==> config.mk <==
export PLATFORM = sky130hd
export DESIGN_NAME = shift_reg
export DESIGN_NICKNAME = d
export VERILOG_FILES = /design/src/rtl/shift_reg_pkg.sv /design/src/rtl/tap_mux.sv /design/src/rtl/shift_reg.sv
export SDC_FILE = /design/constraint.sdc
export NUM_CORES = 2
export LEC_CHECK = 0
export CAP_MARGIN = 0
export CORE_MARGIN = 3
export CORE_UTILIZATION = 50
export CTS_BUF_LIST = sky130_fd_sc_hd__clkbuf_2 sky130_fd_sc_hd__clkbuf_4 sky130_fd_sc_hd__clkbuf_8
export DETAILED_ROUTE_END_ITERATION = 7
export DONT_BUFFER_PORTS = 1
export PLACE_DENSITY = 0.65
export REMOVE_ABC_BUFFERS = 1
export SETUP_SLACK_MARGIN = 0.2
export SYNTH_ARGS = -nofsm -noshare
export SYNTH_HDL_FRONTEND = slang
export SYNTH_SLANG_ARGS = --single-unit
==> constraint.sdc <==
create_clock -name clk -period 3.17 [get_ports clk]
set_input_delay 0.317 -clock clk [delete_from_list [all_inputs] [get_ports clk]]
set_output_delay 0.317 -clock clk [all_outputs]
set_load 0.02 [all_outputs]
==> src/rtl/shift_reg_pkg.sv <==
// Shared constants and word type for the tapped delay line and its consumers.
package shift_reg_pkg;
    localparam int ADDR_W    = 6;
    localparam int MAX_DEPTH = 64;
    localparam int WORD_W    = 16;

    typedef logic [WORD_W-1:0] word_t;
endpackage

==> src/rtl/tap_mux.sv <==
// DEPTH:1 tap select; addresses past the last entry read as zero.
module tap_mux
    import shift_reg_pkg::*;
#(
    parameter int dataWidth = WORD_W,
    parameter int DEPTH     = MAX_DEPTH
) (
    input  logic [DEPTH-1:0][dataWidth-1:0] taps,
    input  logic [ADDR_W-1:0]               address,
    output logic [dataWidth-1:0]            dout
);

    // Compare-and-select per entry keeps the index width-clean for any DEPTH.
    always_comb begin
        dout = '0;
        for (int i = 0; i < DEPTH; i++) begin
            if (address == ADDR_W'(i)) dout = taps[i];
        end
    end

endmodule

==> src/rtl/shift_reg.sv <==
// Tapped shift register: din enters entry 0 on shift, any entry readable combinationally.
module shift_reg
    import shift_reg_pkg::*;
#(
    parameter int dataWidth = WORD_W,
    parameter int DEPTH     = MAX_DEPTH
) (
    input  logic                  clk,
    input  logic                  rst,
    input  logic                  shift,
    input  logic [dataWidth-1:0]  din,
    input  logic [ADDR_W-1:0]     address,
    output logic [dataWidth-1:0]  dout
);

    logic [DEPTH-1:0][dataWidth-1:0] e;

    // Reset wins over shift; the oldest word simply falls off the end.
    always_ff @(posedge clk) begin
        if (!rst) begin
            e <= '0;
        end else if (shift) begin
            e[0] <= din;
            for (int i = 1; i < DEPTH; i++) e[i] <= e[i-1];
        end
    end

    tap_mux #(
        .dataWidth (dataWidth),
        .DEPTH     (DEPTH)
    ) u_tap_mux (
        .taps    (e),
        .address (address),
        .dout    (dout)
    );

endmodule

# ---- After elaboration in Yosys (flattened, before gate mapping)
# Cells that the tools add are included.
dict set report classes {
  n_bitwise 0
  n_addsub 0
  reduce_logical 1
  n_shift 0
  n_mul 0
  n_eq_ne 63
  mux 64
  n_div 0
  n_lt_le_gt_ge 0
}
# op n
set op_table {}
lappend op_table {{2-to-1 mux 16 bit} 64}
lappend op_table {{equality test 6 bit, second input constant} 32}
lappend op_table {{equality test 6 x 5 -> 1 bit, second input constant} 16}
lappend op_table {{equality test 6 x 4 -> 1 bit, second input constant} 8}
lappend op_table {{equality test 6 x 3 -> 1 bit, second input constant} 4}
lappend op_table {{equality test 6 x 2 -> 1 bit, second input constant} 2}
lappend op_table {{equality test 6 x 1 -> 1 bit, second input constant} 1}
lappend op_table {{zero test 6 bit} 1}
dict set report word_totals {
  ram_bits 0
  n_memories 0
  regBits 1024
  output_inout_bits 16
  latchBits 0
  romBits 0
  elab_cells 192
}

# ---- Depth between registers and ports, before layout
dict set report depth {
  word_depth 65
  ltp_mapped 13
}

# ---- Modules after synthesis
# A second synthesis with hierarchy kept.
dict set report hier_totals {
  cells_unflattened 5088
  area_unflattened_um2 49866.6
}
# mod cells_each instances seq_area_each_um2 area_per_inst_um2
set by_module_without_submodules {}
lappend by_module_without_submodules {shift_reg 3300 1 20499.7 38461.9}
lappend by_module_without_submodules {tap_mux 1788 1 0.0 11404.7}

# ---- Worst setup path after synthesis
# Ideal clock, no wire load.
dict set report synth_path {
  path_kind {input to output}
  from {input address[0]}
  to {output dout[10]}
  slack_ns 0.180
  arrival_ns 2.673
  cell_stages 10
  path_buffers 2
  path_cell_list {buf_2 > or4_1 > buf_2 > nor2_2 > a22oi_1 > a211oi_2 > o21a_1 > o21ai_1 > a211o_1 > a311oi_1}
}
dict set report synth_between {
  elab_chain_len 65
  elab_cells_between_ends 128
}
# element line_no
set synth_lines {}
lappend synth_lines {{start, declared} shift_reg.sv:12} ;# input logic [ADDR_W-1:0] address,
lappend synth_lines {{zero test 6 bit} tap_mux.sv:17} ;# if (address == ADDR_W'(i)) dout = taps[i];
lappend synth_lines {{2-to-1 mux 16 bit (63 in a row)} tap_mux.sv:17}
lappend synth_lines {{2-to-1 mux 16 bit (*)} tap_mux.sv:17}
lappend synth_lines {{end, declared} shift_reg.sv:13} ;# output logic [dataWidth-1:0] dout
# Mark *: on every way between the ends. The rest lies on a longest branch, timed or not.

==> results_dict.tcl <==
set metrics [dict create \
    status "complete, but fails checks" \
    violations "DRC, slew limit, setup timing" \
    cp_max_fo 947 \
    htreeDepth 4 \
    coreArea_um2 92500 \
    cp_top_family "multiplexers" \
    cp_slowest_cell "mux2i_1" \
    tns_ns -1934.99 \
    hold_viol 0 \
    timing.slew.headroom_pct -568 \
    p_total_w 0.0284 \
    p_per_area_nw_per_um2 418 \
    synthToLayoutAreaGrowth_pct 44.3 \
    clk_pin_slew_ns 0.06 \
    worstMarginPinSlew_ns 10.02 \
    ir_drop_v 0.000446 \
    grt_pass1_wl_mm 275 \
    numClockSinks 1024 \
    cp-start-kind "input pin" \
    grt_max_degree 948 \
    die_area_um2 98000 \
    worstSetupEndpoint "e[836]$_SDFFE_PN0P_" \
    reg2reg_slack_ns 0.90 \
    reg.largest.list "e: 1024 flops" \
    slowest_delay_ns 2.49 \
    antenna_found_initial 6 \
    die_y_um 313 \
    slew_violations 1122 \
    layout_setup_ws_ns -4.89 \
    routed_wl_mm 181 \
    ant_nets 0 \
    vias_per_cell 5.83 \
    post-dp-hpwl_mm 107 \
    seqCellArea_um2 20600 \
    worstSetupEndpointType "flop" \
    layout-drive-gt1-share_pct 18.0 \
    critical_path_buf_inv_count 2 \
    yosysWarnings 0 \
    fp-row-count 111 \
    reg2reg_depth 4 \
    hold_class "input pin to flop" \
    period_needed_ns 8.06 \
    dr.pass1.iters 8 \
    clock_skew_ns 0.0493 \
    finalSetupViolations 738 \
    post-route-period-util_pct 254 \
    arrival_ns 8.82 \
    yosysSeqAreaShare_pct 43.5 \
    fillers 6331 \
    io_buffers 0 \
    synth_edf_count 0 \
    pin_count 41 \
    netlist_area_um2 47100 \
    synth_cell_type_count 89 \
    vias 44500 \
    multi_input_area_um2 26400 \
    finalNetCount 6271 \
    rsz0062_at_grt "yes" \
    maxCapViolCount 0 \
    drt_iter0_markers 5397 \
    p_leak_nw 29.2 \
    largest_register_ffs 1024 \
    crit_chain "mux2i_1 > dlygate4sd3_1 > nor2b_1 > dlygate4sd3_1" \
    cts-root-buf "clkbuf_8" \
    clock_path_buffers 3 \
    wl_per_cell_um 23.8 \
    grt.overflow.total 0 \
    syn_inst 4773 \
    synth-seq-cells 1024 \
    worstSetupPathType "input pin to flop" \
    insertion_delay_ns 0.88 \
    crit_path_start "shift" \
    grt_pass1_vias 45200 \
    cts_tree "built" \
    fmax_mhz 124 \
    path_depth 4 \
    required_ns 3.93 \
    ys_async_sr_fraction_pct 0 \
    drc 2 \
    grtUsageTotal_pct 36.0 \
    dieWidth_um 313 \
    avgSynthCellArea_um2 9.87 \
    place_congestion 0.954 \
    r2r_start "e[724]$_SDFFE_PN0P_" \
    crit_top_cell "dlygate4sd3_1" \
    r2r_end "e[740]$_SDFFE_PN0P_" \
    synth_ff_type "dfxtp_1" \
    max_flop_register "e" \
    cts_buffers 174 \
    initial_utilization_pct 50.9 \
]
-- per-stage QoR --
stage	instance area (µm²)	setup WS, ns	hold slack, ns	cells	util (%)
final	68000	-4.89	0.379	7630	73.5
after global routing	68000	-0.448	0.168	7628	73.5
after CTS	67500	-0.414	0.0152	7616	73.0
after detailed placement	51800	-0.760	0.498	6218	56.0
after global placement	51800	-0.791	0.489	6218	56.0
after floorplan	45700	-0.272	0.445	4430	-
-- logic make-up after synthesis --
logic type             count (synthesis)  synth area share, %
AND/OR/NAND/NOR                     1627                 20.3
multiplexers                        1045                 22.3
flip-flops                          1024                 43.5
AO/OA/AOI/OAI                        725                 10.8
buffers and inverters                351                 3.12
XOR/XNOR                               1               0.0186
-- repair_timing --
item	4_1_cts	5_1_grt
setup endpoints to repair	16	16
pin swaps	88	64
endpoints found under the hold margin	1024	0
setup buffers	26	11
gates resized for setup	249	82
hold buffers	1058	0
-- worst register-to-register path: stages (launching register included) --
cell,delay (ns)
dfxtp_1,0.47
mux2i_1,0.12
dlygate4sd3_1,0.89
nor2b_1,0.13
dlygate4sd3_1,0.59
-- report_power, final --
| group | switching, W | internal [W] |
|---|---|---|
| clock | 0.00577 | 0.00738 |
| combinational | 0.000864 | 0.00150 |
| sequential | 0.0000246 | 0.0129 |
-- placed cells by master, fill, tap and decap left out, types with 25 or more instances in the layout --
cell / count
a211oi_1: 25
a21oi_1: 75
a221oi_1: 37
a22oi_1: 124
and3_1: 28
buf_12: 35
buf_4: 508
buf_6: 39
clkbuf_4: 62
clkbuf_8: 230
dfxtp_1: 980
dfxtp_2: 38
dlygate4sd3_1: 1056
mux2i_1: 1034
nand2_1: 152
nand3_1: 48
nand4_1: 31
nor2_1: 138
nor2b_1: 1032
nor3_1: 37
o21ai_0: 98
o221ai_1: 25
o22ai_1: 108
-- synthesized netlist by cell type (8+ instances only) --
cell type,number,area [µm²]
buf_4,9,67.6
a22oi_1,126,946
a31oi_1,12,75.1
o21ai_1,8,40.0
o21ai_0,114,571
o31ai_1,8,60.1
a211oi_1,32,240
nor2b_1,1035,6470
o22ai_1,110,688
inv_1,8,30.0
a22o_1,8,70.1
o22a_1,11,96.3
a222oi_1,22,220
nor2_1,148,556
o221ai_1,28,245
nand3_1,53,265
buf_6,8,90.1
buf_2,47,235
a221oi_1,43,377
nor4_1,23,144
nand4_1,31,194
clkbuf_1,186,698
a221o_1,8,80.1
buf_1,93,349
dfxtp_1,1024,20500
o2111ai_1,9,78.8
nor3_1,47,235
nand2b_1,15,93.8
a21oi_1,92,460
a2111oi_0,19,166
nor2_2,14,87.6
and3_1,36,225
nand2_1,155,582
o211ai_1,20,150
mux2i_1,1035,10400
-- cell type report --
cell class | count | area share, %
multi-input combinational | 3398 | 38.8
sequential | 1024 | 30.3
clock inverter | 22 | 0.324
timing repair buffer | 1640 | 22.9
inverter | 8 | 0.0442
tap | 1243 | 2.29
antenna | 3 | 0.0110
clock buffer | 292 | 5.34
-- metal layers --
layer,vias up,share of wire (%),global-route usage [%]
met5,-,0.019,0
met4,6,7.0,22.2
met3,639,8.5,6.96
met2,2146,45,56.7
met1,21600,40,45.7
li1,20100,-,-
-- worst min-delay path by stage --
stage                        from             endpoint  slack, ns  cells after the start
after floorplan               rst    e[0]$_SDFFE_PN0P_       0.45                      1
after global placement    din[13]   e[13]$_SDFFE_PN0P_       0.49                      2
after detailed placement  din[12]   e[12]$_SDFFE_PN0P_       0.50                      2
after CTS                   shift  e[657]$_SDFFE_PN0P_       0.02                      2
after global routing        shift  e[126]$_SDFFE_PN0P_       0.17                      2
final                         rst  e[325]$_SDFFE_PN0P_       0.38                      2
Power figures use the tool's default switching activity.
